**config.mk**
```make
export PLATFORM = sky130hd
export DESIGN_NAME = param_sync_fifo_flat
export DESIGN_NICKNAME = d
export VERILOG_FILES = /design/src/rtl/sync_fifo_pkg.sv /design/src/rtl/param_sync_fifo_if.sv /design/src/rtl/sync_fifo_mem.sv /design/src/rtl/param_sync_fifo.sv /design/src/flat_wrapper.sv
export SDC_FILE = /design/constraint.sdc
export NUM_CORES = 1
export LEC_CHECK = 0
export BUFFER_PORTS_ARGS = -buffer_cell sky130_fd_sc_hd__buf_2
export CELL_PAD_IN_SITES_DETAIL_PLACEMENT = 0
export CELL_PAD_IN_SITES_GLOBAL_PLACEMENT = 1
export CORE_MARGIN = 2
export CORE_UTILIZATION = 50
export DETAILED_ROUTE_END_ITERATION = 8
export PLACE_DENSITY = 0.78
export SYNTH_ARGS = -nofsm -noshare
export SYNTH_HDL_FRONTEND = slang
export SYNTH_SLANG_ARGS = --single-unit
```
**constraint.sdc**
```tcl
create_clock -name clk -period 3.6 [get_ports clk]
set_input_delay 0.18 -clock clk [delete_from_list [all_inputs] [get_ports clk]]
set_output_delay 0.18 -clock clk [all_outputs]
set_load 0.02 [all_outputs]
```
**src/rtl/sync_fifo_pkg.sv**
```systemverilog
// Shared types and elaboration-time helpers for the parametrised sync FIFO.
package sync_fifo_pkg;

  typedef enum logic {
    FIFO_MODE_STD  = 1'b0,
    FIFO_MODE_FWFT = 1'b1
  } fifo_mode_e;

  function automatic int unsigned fifo_aw(input int unsigned depth);
    int unsigned aw;
    aw = 0;
    for (int unsigned i = 0; i < 31; i++) begin
      if ((32'd1 << i) < depth) aw = i + 1;
    end
    return aw;
  endfunction

  function automatic bit fifo_params_ok(input int unsigned depth,
                                        input int unsigned pf,
                                        input int unsigned pe);
    return (depth >= 4) && ((depth & (depth - 1)) == 0) &&
           (pf >= 1) && (pf <= depth) && (pe <= depth - 1);
  endfunction

endpackage

```
**src/rtl/param_sync_fifo_if.sv**
```systemverilog
// Write/read handshake and status bundle for param_sync_fifo.
interface param_sync_fifo_if
  import sync_fifo_pkg::*;
#(
  parameter int unsigned WIDTH = 8,
  parameter int unsigned DEPTH = 32
);
  localparam int unsigned CW = fifo_aw(DEPTH) + 1;

  logic [WIDTH-1:0] din;
  logic             wr_en;
  logic             rd_en;
  logic [WIDTH-1:0] dout;
  logic             valid;
  logic             full;
  logic             empty;
  logic             prog_full;
  logic             prog_empty;
  logic [CW-1:0]    count;
  logic             overflow;
  logic             underflow;

  modport master (
    output din, wr_en, rd_en,
    input  dout, valid, full, empty, prog_full, prog_empty, count, overflow, underflow
  );

  modport slave (
    input  din, wr_en, rd_en,
    output dout, valid, full, empty, prog_full, prog_empty, count, overflow, underflow
  );
endinterface

```
**src/rtl/sync_fifo_mem.sv**
```systemverilog
// Simple dual-port RAM: synchronous write, asynchronous read (distributed RAM model).
module sync_fifo_mem #(
  parameter int unsigned WIDTH = 8,
  parameter int unsigned DEPTH = 32,
  parameter int unsigned AW    = 5
) (
  input  logic             clk,
  input  logic             we,
  input  logic [AW-1:0]    waddr,
  input  logic [WIDTH-1:0] wdata,
  input  logic [AW-1:0]    raddr,
  output logic [WIDTH-1:0] rdata
);
  logic [WIDTH-1:0] mem [DEPTH];

  always_ff @(posedge clk) begin
    if (we) mem[waddr] <= wdata;
  end

  assign rdata = mem[raddr];
endmodule

```
**src/rtl/param_sync_fifo.sv**
```systemverilog
// Single-clock FIFO with FWFT/standard read modes, programmable thresholds and error pulses.
module param_sync_fifo
  import sync_fifo_pkg::*;
#(
  parameter int unsigned WIDTH    = 8,
  parameter int unsigned DEPTH    = 32,
  parameter int unsigned FWFT     = 1,
  parameter int unsigned PF_VALUE = 28,
  parameter int unsigned PE_VALUE = 2
) (
  input logic               clk,
  input logic               rst,
  param_sync_fifo_if.slave  bus
);
  localparam int unsigned AW = fifo_aw(DEPTH);
  localparam logic [AW:0] PF_C = PF_VALUE[AW:0];
  localparam logic [AW:0] PE_C = PE_VALUE[AW:0];

  if (!fifo_params_ok(DEPTH, PF_VALUE, PE_VALUE)) begin : g_bad_params
    $fatal(1, "param_sync_fifo: DEPTH must be a power of 2 >= 4, PF_VALUE in 1..DEPTH, PE_VALUE in 0..DEPTH-1");
  end

  logic [AW:0]      wptr, rptr, count;
  logic             full, empty, wr_acc, rd_acc;
  logic             overflow_q, underflow_q;
  logic [WIDTH-1:0] rdata;

  assign count  = wptr - rptr;
  assign empty  = (wptr == rptr);
  assign full   = (wptr[AW] != rptr[AW]) && (wptr[AW-1:0] == rptr[AW-1:0]);
  assign wr_acc = bus.wr_en & ~full;
  assign rd_acc = bus.rd_en & ~empty;

  sync_fifo_mem #(.WIDTH(WIDTH), .DEPTH(DEPTH), .AW(AW)) u_mem (
    .clk   (clk),
    .we    (wr_acc),
    .waddr (wptr[AW-1:0]),
    .wdata (bus.din),
    .raddr (rptr[AW-1:0]),
    .rdata (rdata)
  );

  always_ff @(posedge clk) begin
    if (rst) begin
      wptr        <= '0;
      rptr        <= '0;
      overflow_q  <= 1'b0;
      underflow_q <= 1'b0;
    end else begin
      if (wr_acc) wptr <= wptr + 1'b1;
      if (rd_acc) rptr <= rptr + 1'b1;
      overflow_q  <= bus.wr_en & full;
      underflow_q <= bus.rd_en & empty;
    end
  end

  if (FWFT == 32'(FIFO_MODE_FWFT)) begin : g_fwft
    assign bus.dout  = rdata;
    assign bus.valid = ~empty;
  end else begin : g_std
    logic [WIDTH-1:0] dout_q;
    logic             valid_q;

    always_ff @(posedge clk) begin
      if (rst) begin
        dout_q  <= '0;
        valid_q <= 1'b0;
      end else begin
        valid_q <= rd_acc;
        if (rd_acc) dout_q <= rdata;
      end
    end

    assign bus.dout  = dout_q;
    assign bus.valid = valid_q;
  end

  assign bus.full       = full;
  assign bus.empty      = empty;
  assign bus.prog_full  = (count >= PF_C);
  assign bus.prog_empty = (count <= PE_C);
  assign bus.count      = count;
  assign bus.overflow   = overflow_q;
  assign bus.underflow  = underflow_q;
endmodule

```
**src/flat_wrapper.sv**
```systemverilog
// flat-port wrapper written by rule: the top's interface ports become plain ports
module param_sync_fifo_flat import sync_fifo_pkg::*;
#(
  parameter int unsigned WIDTH    = 8,
  parameter int unsigned DEPTH    = 32,
  parameter int unsigned FWFT     = 1,
  parameter int unsigned PF_VALUE = 28,
  parameter int unsigned PE_VALUE = 2
)
  (clk, rst, bus_din, bus_wr_en, bus_rd_en, bus_dout, bus_valid, bus_full, bus_empty, bus_prog_full, bus_prog_empty, bus_count, bus_overflow, bus_underflow);
  param_sync_fifo_if #(.WIDTH(WIDTH), .DEPTH(DEPTH)) bus_i ();
  input logic clk;
  input logic rst;
  input wire logic [$bits(bus_i.din)-1:0] bus_din;
  input wire logic [$bits(bus_i.wr_en)-1:0] bus_wr_en;
  input wire logic [$bits(bus_i.rd_en)-1:0] bus_rd_en;
  output wire logic [$bits(bus_i.dout)-1:0] bus_dout;
  output wire logic [$bits(bus_i.valid)-1:0] bus_valid;
  output wire logic [$bits(bus_i.full)-1:0] bus_full;
  output wire logic [$bits(bus_i.empty)-1:0] bus_empty;
  output wire logic [$bits(bus_i.prog_full)-1:0] bus_prog_full;
  output wire logic [$bits(bus_i.prog_empty)-1:0] bus_prog_empty;
  output wire logic [$bits(bus_i.count)-1:0] bus_count;
  output wire logic [$bits(bus_i.overflow)-1:0] bus_overflow;
  output wire logic [$bits(bus_i.underflow)-1:0] bus_underflow;
  assign bus_i.din = bus_din;
  assign bus_i.wr_en = bus_wr_en;
  assign bus_i.rd_en = bus_rd_en;
  assign bus_dout = bus_i.dout;
  assign bus_valid = bus_i.valid;
  assign bus_full = bus_i.full;
  assign bus_empty = bus_i.empty;
  assign bus_prog_full = bus_i.prog_full;
  assign bus_prog_empty = bus_i.prog_empty;
  assign bus_count = bus_i.count;
  assign bus_overflow = bus_i.overflow;
  assign bus_underflow = bus_i.underflow;
  param_sync_fifo #(.WIDTH(WIDTH), .DEPTH(DEPTH), .FWFT(FWFT), .PF_VALUE(PF_VALUE), .PE_VALUE(PE_VALUE)) u_core (.clk(clk), .rst(rst), .bus(bus_i));
endmodule
```
# Yosys cells after proc, flatten, opt, wreduce, memory -nomap -nowiden
# Memories as Yosys holds them, arrays and structs flattened. A register that Yosys moved wholly into a read port is not among the register bits.
# Index checks and enable logic that the tools add are counted.
totals:
  ff_bits: 14
  latchBits: 0
  mem_bits_rw: 256
  rom_bits: 0
  inputBits: 12
  output_inout_bits: 21
  wordCells: 24
  mem_count: 1
op_classes:
  n_addsub: 3
  mul: 0
  div: 0
  n_lt_le_gt_ge: 2
  n_eq_ne: 3
  shift: 0
  mux: 4
  n_bitwise: 6
  reduce_logical: 1
memory_table:
  columns: ["name", "words", "width", "rd", "rd_ports_with_merged_regs", "write_ports", "line_no", "source"]
  rows:
  - ["u_core.u_mem.mem", 32, 8, 1, 1, 1, "sync_fifo_mem.sv:14", "logic [WIDTH-1:0] mem [DEPTH];"]
op_table:
  columns: ["op", "count"]
  rows:
  - ["6-bit by 1-bit adder with 6-bit output (second input constant)", 2]
  - ["5-bit 2-to-1 mux", 2]
  - ["6-bit == test", 1]
  - ["6-bit by 5-bit >= comparator with 1-bit output (second input constant)", 1]
  - ["6-bit by 2-bit <= comparator with 1-bit output (second input constant)", 1]
  - ["6-bit subtractor", 1]
  - ["5-bit == test", 1]
  - ["1-bit bitwise AND", 4]
  - ["1-bit 2-to-1 mux", 2]
  - ["1-bit NOT", 2]
  - ["1-bit logical AND", 1]
  - ["1-bit != test", 1]

# Depth between registers and ports, before layout
# Gate-level depths: netlist (run 1).
logic_depth:
  ltp_word: 6
  depth_mapped: 9
  depth_no_buf: 9

# By module
# Synthesis (run 1) repeated with hierarchy kept, for this count alone.
hier_totals:
  hier_cells: 507
  hier_area_um2: 10754.1
modules_own_cells:
  columns: ["module", "instances", "cells_each", "area_each_um2", "seq_area_each_um2"]
  rows:
  - ["sync_fifo_mem", 1, 409, 9893.2, 7687.4]
  - ["param_sync_fifo", 1, 98, 860.8, 280.3]

# Worst setup path after synthesis (run 1)
# OpenSTA, ideal clock, no wires.
synth_timing:
  kind: "flip-flop to flip-flop"
  from: "reg u_core.wptr[0]"
  to: "mem u_core.u_mem.mem[28][0] (enable)"
  setup_ns: 0.370
  arrival_time_ns: 2.011
  t_required_ns: 3.230
  setup_slack_ns: 1.219
  stages_incl_launch_ff: 7
  n_path_buf: 0
  synth_period_minus_slack_ns: 2.381
  cell_sequence: "dfxtp_1 inv_1 ha_1 and4_1 a31oi_2 nand2_1 nor2_1"
synth_between:
  elab_chain_len: 6
synth_rtl:
  columns: ["element", "line_no", "source"]
  rows:
  - ["from (decl)", "param_sync_fifo.sv:23", "logic [AW:0] wptr, rptr, count;"]
  - ["from (signal assigned)", "param_sync_fifo.sv:50", "if (wr_acc) wptr <= wptr + 1'b1;"]
  - ["5-bit == test", "param_sync_fifo.sv:30", "assign full = (wptr[AW] != rptr[AW]) && (wptr[AW-1:0] == rptr[AW-1:0]);"]
  - ["1-bit logical AND", "param_sync_fifo.sv:30", null]
  - ["1-bit NOT", "param_sync_fifo.sv:31", "assign wr_acc = bus.wr_en & ~full;"]
  - ["1-bit bitwise AND", "param_sync_fifo.sv:31", null]
  - ["1-bit 2-to-1 mux", "sync_fifo_mem.sv:17", "if (we) mem[waddr] <= wdata;"]
  - ["1-bit 2-to-1 mux (implied by the code)", "sync_fifo_mem.sv:17", null]
  - ["to (decl)", "sync_fifo_mem.sv:14", null]
# Several ways; a longest one is shown, not always the timed one.

==> flow_summary.ini, run 1 <==
[placed_design]
dpl.hpwl_um = 15000
place_area_um2 = 11400
numPortBuffers = 32
routabilityCongestion = 0.832

[logic_synthesis]
seq_area_frac_synth_pct = 73.3
yosys_warnings = 0
netlist_area_um2 = 11000
async_reset_ff_share_pct = 0
ys.flop_type = edfxtp_1
synth_cell_type_count = 47
syn_inst = 627
synth-seq-cells = 275
syn_avg_cell_area_um2 = 17.5
synth_edf_count = 256
syn_nets = 650

[worst_setup_path]
crit_path_max_fanout = 40
r2r_cells = 6
worstSetupPathType = register to output port
cp.required_ns = 3.42
r2r_end = u_core.u_mem.mem[27][7]
reg2reg_setup_slack_ns = 0.64
cp-end-kind = output port
r2r_start = u_core.wptr[2]
crit_buf_inv = 2
cp_cell_sequence = buf_4 > mux2i_1 > a22oi_1 > a31oi_1 > nand3_1 > buf_2
cpMaxStageDelayCell = dfxtp_4
cp_top_family = buffers and inverters
critical_path_arrival_ns = 3.04
critPathLaunchType = register
cpPeakStageDelay_ns = 0.70

[routing]
wl_per_cell_um = 24.9
routed_wl_um = 24000
drt_first_pass_iters = 5
drc_errors = 0
via_count = 5786
drtIter0Drc = 574
vias_per_cell = 5.98
route.antenna.remaining_nets = 0

[cells_and_area]
fin_area_um2 = 12300
n_fill_cell = 1605
layout-drive-gt1-share_pct = 18.2
fin_nets = 689
num_antenna_cells = 0
syn_to_final_growth_pct = 12.1
layout_commonest_cell = edfxtp_1
final_cell_mix = edfxtp_1, mux2i_1, nor2_1

[cts]
htreeDepth = 1
clk_latency_ns = 0.55
cts_max_path_buffers = 3
cts_inserted_buffers = 27
root_buffer = clkbuf_16
cts_sinks = 275
cts_tree = done
clkTransAtPathRegs_ns = 0.07
cts_resized = 0

[timing]
setup_violations = 0
maxSlewHeadroom_pct = 32.6
finalMaxSlewViolations = 0
rsz0062_at_grt = no
finalCritPeriodShare_pct = 89.3
setup_tns_ns = 0
fmax_ghz = 0.311
clock_skew_ns = 0.00939
period_minus_slack_ns = 3.22
tightest_slew_ns = 1.01
hold_viol = 0

[floorplanning]
initial_core_util_pct = 50.7
rows = 54
io_pins = 33
core_um2 = 21700
die-area_um2 = 23200
die_w_um = 152
die_h_um = 152

[global_routing]
grt_max_degree = 66
grt_util_all_layers_pct = 20.9
grt_pass1_vias = 5917
grt_pass1_wl_um = 36300
antenna_found_initial = 0
grt_remaining_overflow = 0

[flow_run]
maxCapViolCount = 0

[pwr]
pwr-share-comb_pct = 8.9
p_per_area_nw_per_um2 = 570
clock_power_share_pct = 40.7
seq_power_share_pct = 50.5
p_leak_uw = 0.00382
power_switching_uw = 1620
vdd_drop_max_mv = 0.394
swShare_pct = 23.0
p_int_uw = 5420

[hold_path]
min_path_cells = 1
min_from = bus_din[6]
hold_path_class = input pin to register
whs_endpoint = u_core.u_mem.mem[27][6]

[run_status]
status = complete, no violations
-- routing by layer --
layer | global-route usage [%] | share of wire, %
met1 | 29.2 | 42
met3 | 2.90 | 7.0
met4 | 6.01 | 2.4
met5 | 0 | 0
met2 | 34.9 | 48
-- layout make-up --
class / instances / area, um2 / area share (%)
Timing Repair Buffer: 40 / 240 / 1.95
Tap cell: 280 / 350 / 2.84
Clock buffer: 31 / 691 / 5.60
Inverter: 12 / 45.0 / 0.365
Clock inverter: 19 / 225 / 1.83
Sequential cell: 275 / 8070 / 65.4
Multi-Input combinational cell: 310 / 2710 / 22.0
-- state kept, by name, indices dropped and copies added, names as in the netlist, named ones only --
signal	flops
u_core.wptr	6
u_core.bus.underflow	1
u_core.u_mem.mem	256
u_core.bus.overflow	1
u_core.rptr	6
-- cell families after synthesis --
logic type / after synthesis / share of synthesized area (%)
XOR/XNOR: 13 / 1.10
AO/OA/AOI/OAI: 76 / 5.02
adder cells (fa/ha/maj): 11 / 1.32
multiplexers: 88 / 11.6
buffers and inverters: 42 / 2.00
flip-flops: 275 / 73.3
AND/OR/NAND/NOR: 122 / 5.56
-- worst max-delay path by stage --
stage	startpoint	endpoint	slack [ns]	cells after the start
2_1_floorplan	u_core.wptr[0]	u_core.u_mem.mem[28][0]	1.22	6
3_3_place_gp	u_core.wptr[2]	u_core.u_mem.mem[25][3]	0.77	5
3_5_place_dp	u_core.wptr[2]	u_core.u_mem.mem[25][4]	0.63	5
4_1_cts	register	bus_dout[3]	0.11	6
5_1_grt	register	bus_dout[5]	0.27	6
6_report	register	bus_dout[5]	0.38	6
-- stage by stage --
stage	utilization [%]	total power [uW]	std cells	hold slack [ns]	setup slack, ns
final	56.9	7030	967	0.241	0.384
after global placement	52.4	4230	913	0.492	0.770
after detailed placement	52.4	4240	913	0.502	0.627
after floorplan	-	4020	627	0.252	1.22
after CTS	56.8	7070	966	0.250	0.112
after global routing	56.9	7240	967	0.259	0.265
-- synth_stat cells, types with 2 or more instances --
master     count  share of area [%]
a2111oi_0      8               0.64
a211oi_1       9               0.61
a21oi_1       13               0.59
a22o_1         8               0.64
a22oi_1       24                1.6
a31oi_1        8               0.46
and2_1         2               0.11
and3_1         4               0.23
buf_1          4               0.14
buf_2         11               0.50
buf_4          7               0.48
buf_6          3               0.31
clkbuf_1       5               0.17
dfxtp_1       19                3.5
edfxtp_1     256                 70
ha_1          10                1.1
inv_1         12               0.41
mux2i_1       56                5.1
mux4_2        32                6.6
nand2_1       17               0.58
nand2_2        2               0.11
nand2b_1       3               0.17
nand3_1       11               0.50
nand3_2        2               0.18
nand3b_1       3               0.20
nand4_1        3               0.17
nor2_1        52                1.8
nor2b_1       10               0.57
nor3b_1        3               0.20
o21ai_0        2              0.091
or3b_2         2               0.16
xnor2_1        5               0.40
xor2_1         7               0.56
-- worst reg2reg max path, delay by kind of cell, from the launching register on --
family / cells / cell delay [ns]
DFF: 1 / 0.54
adders and majority gates: 1 / 0.36
AOI/OAI and AO/OA: 1 / 0.41
and+or+nand+nor: 3 / 1.08
buffers and inverters: 1 / 0.21
-- what timing repair did --
| action | CTS | global route |
|---|---|---|
| setup endpoints to repair | 0 | 4 |
| endpoints found under the hold margin | 5 | 0 |
| buffers inserted | 0 | 1 |
| hold buffers | 3 | 0 |
-- power groups by stage --
stage / Combinational [uW] / Clock (uW) / Sequential [uW]
2_1_floorplan: 416 / 0 / 3600
3_3_place_gp: 615 / 0 / 3620
3_5_place_dp: 622 / 0 / 3620
4_1_cts: 629 / 2900 / 3550
5_1_grt: 671 / 3020 / 3550
6_report: 624 / 2860 / 3550
No activity file was read; power rests on OpenSTA's default activity.
==> run 2: changes to the inputs <==
--- a/config.mk
+++ b/config.mk
@@ -8,7 +8,7 @@
 export BUFFER_PORTS_ARGS = -buffer_cell sky130_fd_sc_hd__buf_2
 export CELL_PAD_IN_SITES_DETAIL_PLACEMENT = 0
 export CELL_PAD_IN_SITES_GLOBAL_PLACEMENT = 1
-export CORE_MARGIN = 2
+export CORE_MARGIN = 8
 export CORE_UTILIZATION = 50
 export DETAILED_ROUTE_END_ITERATION = 8
 export PLACE_DENSITY = 0.78
==> flow_summary.ini, run 2 (same netlist as run 1, synthesis figures left out) <==
[cells_and_area]
fin_util_pct = 56.7
num_antenna_cells = 0
largest_reg_flops = 256
top_register = u_core.u_mem.mem
syn_to_final_growth_pct = 11.7
layoutNonFillerInstCount = 965
layout-drive-gt1-share_pct = 18.4
fin_nets = 688
reg_top3 = u_core.u_mem.mem (256), u_core.rptr (6), u_core.wptr (6)
final_cell_mix = edfxtp_1, mux2i_1, nor2_1
layout_commonest_cell = edfxtp_1

[floorplanning]
die_w_um = 164
die_h_um = 164
rows = 54
initial_core_util_pct = 50.7
die-area_um2 = 27000
io_pins = 33
core_um2 = 21700

[worst_setup_path]
r2r_start = u_core.wptr[2]
worstSetupPathType = register to output port
crit_path_max_fanout = 56
cpPeakStageDelay_ns = 0.87
r2r_cells = 5
critPathLaunchType = register
r2r_end = u_core.u_mem.mem[0][5]
cp_cell_sequence = buf_4 > mux2i_1 > a2111oi_0 > a31oi_1 > nand3_1 > buf_2
cp_top_family = flip-flops
cp.required_ns = 3.42
cp-end-kind = output port
cpMaxStageDelayCell = dfxtp_4
critical_path_arrival_ns = 3.18
crit_buf_inv = 2
reg2reg_setup_slack_ns = 0.50

[timing]
finalCritPeriodShare_pct = 93.3
rsz0062_at_grt = no
period_minus_slack_ns = 3.36
finalMaxSlewViolations = 0
tightest_slew_ns = 1.01
clock_skew_ns = 0.0290
maxSlewHeadroom_pct = 32.8
setup_tns_ns = 0
setup_violations = 0
fmax_ghz = 0.298
hold_viol = 0
worst_slack_ns = 0.241

[routing]
via_count = 5863
wl_per_cell_um = 25.8
drtIter0Drc = 621
drt_first_pass_iters = 5
vias_per_cell = 6.08
drc_errors = 0
route.antenna.remaining_nets = 0
routed_wl_um = 24900

[placed_design]
numPortBuffers = 32
dp_cells = 913
pre_cts_ws_ns = 0.559
routabilityCongestion = 0.868
dpl.hpwl_um = 15900

[global_routing]
grt_util_all_layers_pct = 18.8
antenna_found_initial = 0
grt_pass1_wl_um = 37500
grt_remaining_overflow = 0
grt_pass1_vias = 6045
grt_max_degree = 57

[pwr]
p_leak_uw = 0.00379
p_per_area_nw_per_um2 = 564
finalPower_uw = 6930
vdd_drop_max_mv = 0.414

[run_status]
status = complete, no violations

[cts]
cts_max_path_buffers = 3
root_buffer = clkbuf_16
cts_inserted_buffers = 27
cts_sinks = 275
clk_latency_ns = 0.55
clkTransAtPathRegs_ns = 0.07
post-cts-setup-buffers = 0
cts_hold_buf = 3
cts_tree = done
cts_resized = 0
htreeDepth = 1

[hold_path]
whs_endpoint = u_core.u_mem.mem[25][6]
min_from = bus_din[6]
hold_path_class = input pin to register
min_path_cells = 1

[flow_run]
maxCapViolCount = 0
run 2: layout make-up:
| class | instances | area (um2) |
|---|---|---|
| Tap cell | 280 | 350 |
| Multi-Input combinational cell | 310 | 2710 |
| Sequential cell | 275 | 8070 |
| Clock buffer | 31 | 701 |
| Timing Repair Buffer | 39 | 220 |
| Inverter | 12 | 45.0 |
| Fill cell | 1625 | 9400 |
| Clock inverter | 18 | 186 |
run 2: worst max path at each step:
stage                         startpoint  cells after the start  slack, ns                      end
after global placement    u_core.wptr[2]                      5       0.67  u_core.u_mem.mem[20][3]
final                           register                      6       0.24              bus_dout[6]
after detailed placement  u_core.wptr[2]                      5       0.56   u_core.u_mem.mem[4][1]
after floorplan           u_core.wptr[0]                      6       1.22  u_core.u_mem.mem[28][0]
after CTS                       register                      6       0.26              bus_dout[6]
after global routing            register                      6       0.03              bus_dout[6]
run 2: power by group:
part / leakage, uW / internal (uW) / switching, uW
sequential: 0.00246 / 3520 / 28.8
clock: 0.000413 / 1570 / 1180
combinational: 0.000913 / 211 / 423
run 2: through the flow:
stage	cell area, um2	hold slack, ns
4_1_cts	12300	0.254
5_1_grt	12300	0.283
2_1_floorplan	11000	0.252
3_3_place_gp	11400	0.495
3_5_place_dp	11400	0.500
6_report	12300	0.282
run 2: metal layers:
metal	GRT usage, %	up-vias	wire [um]
li1	-	2565	-
met1	25.8	2953	10500
met2	30.0	282	11800
met3	2.83	63	1670
met4	7.40	0	901
met5	0	-	0
==> run 3: changes to the inputs <==
--- a/config.mk
+++ b/config.mk
@@ -5,13 +5,14 @@
 export SDC_FILE = /design/constraint.sdc
 export NUM_CORES = 1
 export LEC_CHECK = 0
-export BUFFER_PORTS_ARGS = -buffer_cell sky130_fd_sc_hd__buf_2
 export CELL_PAD_IN_SITES_DETAIL_PLACEMENT = 0
 export CELL_PAD_IN_SITES_GLOBAL_PLACEMENT = 1
+export CORE_ASPECT_RATIO = 0.7
 export CORE_MARGIN = 8
 export CORE_UTILIZATION = 50
 export DETAILED_ROUTE_END_ITERATION = 8
-export PLACE_DENSITY = 0.78
+export DONT_BUFFER_PORTS = 1
+export PLACE_DENSITY = 0.76
 export SYNTH_ARGS = -nofsm -noshare
 export SYNTH_HDL_FRONTEND = slang
 export SYNTH_SLANG_ARGS = --single-unit
==> flow_summary.ini, run 3 (same netlist as run 1, synthesis figures left out) <==
[worst_setup_path]
reg2reg_setup_slack_ns = 0.48
critical_path_arrival_ns = 3.04
r2r_cells = 5
worstSetupPathType = register to output port
cp_cell_sequence = nor2b_1 > a2111oi_0 > a31oi_1 > nand3_1
cp_top_family = simple AND/OR/NAND/NOR gates
crit_path_max_fanout = 16
r2r_start = u_core.wptr[2]
cpPeakStageDelay_ns = 0.93
cp.required_ns = 3.42
critPathLaunchType = register
cp-end-kind = output port
r2r_end = u_core.u_mem.mem[0][5]
crit_buf_inv = 0
cpMaxStageDelayCell = nor2b_1

[timing]
setup_tns_ns = 0
tightest_slew_ns = 1.10
hold_viol = 0
period_minus_slack_ns = 3.22
setup_violations = 0
rsz0062_at_grt = no
fmax_ghz = 0.310
finalCritPeriodShare_pct = 89.5
finalMaxSlewViolations = 0
clock_skew_ns = 0.0155
maxSlewHeadroom_pct = 26.2

[cells_and_area]
fin_nets = 671
layout_commonest_cell = edfxtp_1
layoutNonFillerInstCount = 950
syn_to_final_growth_pct = 11.9
top_register = u_core.u_mem.mem
largest_reg_flops = 256
reg_top3 = u_core.u_mem.mem (256), u_core.rptr (6), u_core.wptr (6)
multiInputGateArea_um2 = 2710
final_cell_mix = edfxtp_1, mux2i_1, nor2_1
n_fill_cell = 1641
layout-drive-gt1-share_pct = 13.9
seqCellArea_um2 = 8070

[routing]
drc_errors = 0
drt_first_pass_iters = 5
vias_per_cell = 6.18
via_count = 5874
drtIter0Drc = 687
route.antenna.remaining_nets = 0
wl_per_cell_um = 26.6
routed_wl_um = 25300

[floorplanning]
die-area_um2 = 27100
io_pins = 33
die_w_um = 193
die_h_um = 140
core_um2 = 21600
rows = 45
initial_core_util_pct = 50.9

[placed_design]
dp_cells = 884
dpl.hpwl_um = 15900
numPortBuffers = 0
routabilityCongestion = 0.852

[hold_path]
min_path_cells = 5
whs_endpoint = u_core.rptr[4]
min_from = bus_rd_en
hold_path_class = input pin to register

[global_routing]
grt_remaining_overflow = 0
grt_pass1_wl_um = 37200
antenna_found_initial = 1
grt_max_degree = 58
grt_util_all_layers_pct = 18.3
grt_pass1_vias = 5688

[cts]
htreeDepth = 1
clk_latency_ns = 0.53
post-cts-setup-buffers = 0
cts_inserted_buffers = 25
cts_tree = done
cts_sinks = 275
root_buffer = clkbuf_16
cts_max_path_buffers = 3
clkTransAtPathRegs_ns = 0.06

[run_status]
status = complete, no violations

[pwr]
p_per_area_nw_per_um2 = 551
p_leak_uw = 0.00374
vdd_drop_max_mv = 0.536

[flow_run]
maxCapViolCount = 0
==> run 3: cell count changes in the layout (fill, tap and decap cells not counted), sizes merged, moves of 3 or more <==
cell,previous run,this run
dlygate4sd3,3,11
buf,36,13
clkinv,6,9
clkinvlp,7,1
==> run 3: area by class of cell <==
type	instances	share of cell area (%)
antenna	1	0.0203
clock buffer	31	5.26
clock inverter	15	1.28
inverter	12	0.366
multi-input combinational	310	22.0
sequential	275	65.6
tap	282	2.87
timing repair buffer	24	2.60
==> run 3: repair_timing <==
action                    CTS  global route
hold endpoints to repair  275             0
gates resized for setup     0             0
hold buffers               19             0
==> run 3: tightest hold or removal path: stages <==
cell and delay, ns:
nand2_1 0.05, nor3_1 0.04, nand2_1 0.07, xnor2_1 0.11, nor2_1 0.05
==> run 3: how the worst max path moves through the flow <==
stage,start,endpoint,cells after the start,slack [ns]
final,register,bus_dout[5],4,0.38
after global routing,u_core.wptr[2],u_core.u_mem.mem[0][5],5,0.18
after CTS,register,bus_dout[4],5,0.44
after detailed placement,u_core.wptr[2],u_core.u_mem.mem[24][4],5,0.53
after global placement,u_core.wptr[2],u_core.u_mem.mem[22][4],5,0.67
after floorplan,u_core.wptr[0],u_core.u_mem.mem[28][0],6,1.22
==> run 3: through the flow <==
| stage | area [um2] | setup WS, ns | total power [uW] | hold slack, ns | utilization [%] |
|---|---|---|---|---|---|
| final | 12300 | 0.379 | 6780 | 0.0260 | 56.9 |
| after global routing | 12300 | 0.178 | 6970 | 0.0568 | 56.9 |
| after CTS | 12300 | 0.437 | 6820 | 0.0134 | 56.9 |
| after detailed placement | 11200 | 0.527 | 4120 | 0.258 | 52.0 |
| after global placement | 11200 | 0.674 | 4110 | 0.255 | 52.0 |
| after floorplan | 11000 | 1.22 | 4020 | 0.252 | - |
==> run 3: per-layer routing <==
layer	vias up	routed length, um	share of wire, %	track usage [%]
met2	317	10600	42	26.0
met1	2987	11600	46	28.1
li1	2533	-	-	-
met3	37	2710	11	4.91
met4	0	419	1.7	3.27
met5	-	0	0	0
==> run 3: power breakdown <==
group	total [uW]	internal (uW)	switching, uW
Clock	2640	1500	1140
Combinational	584	183	401
Sequential	3560	3520	40.4
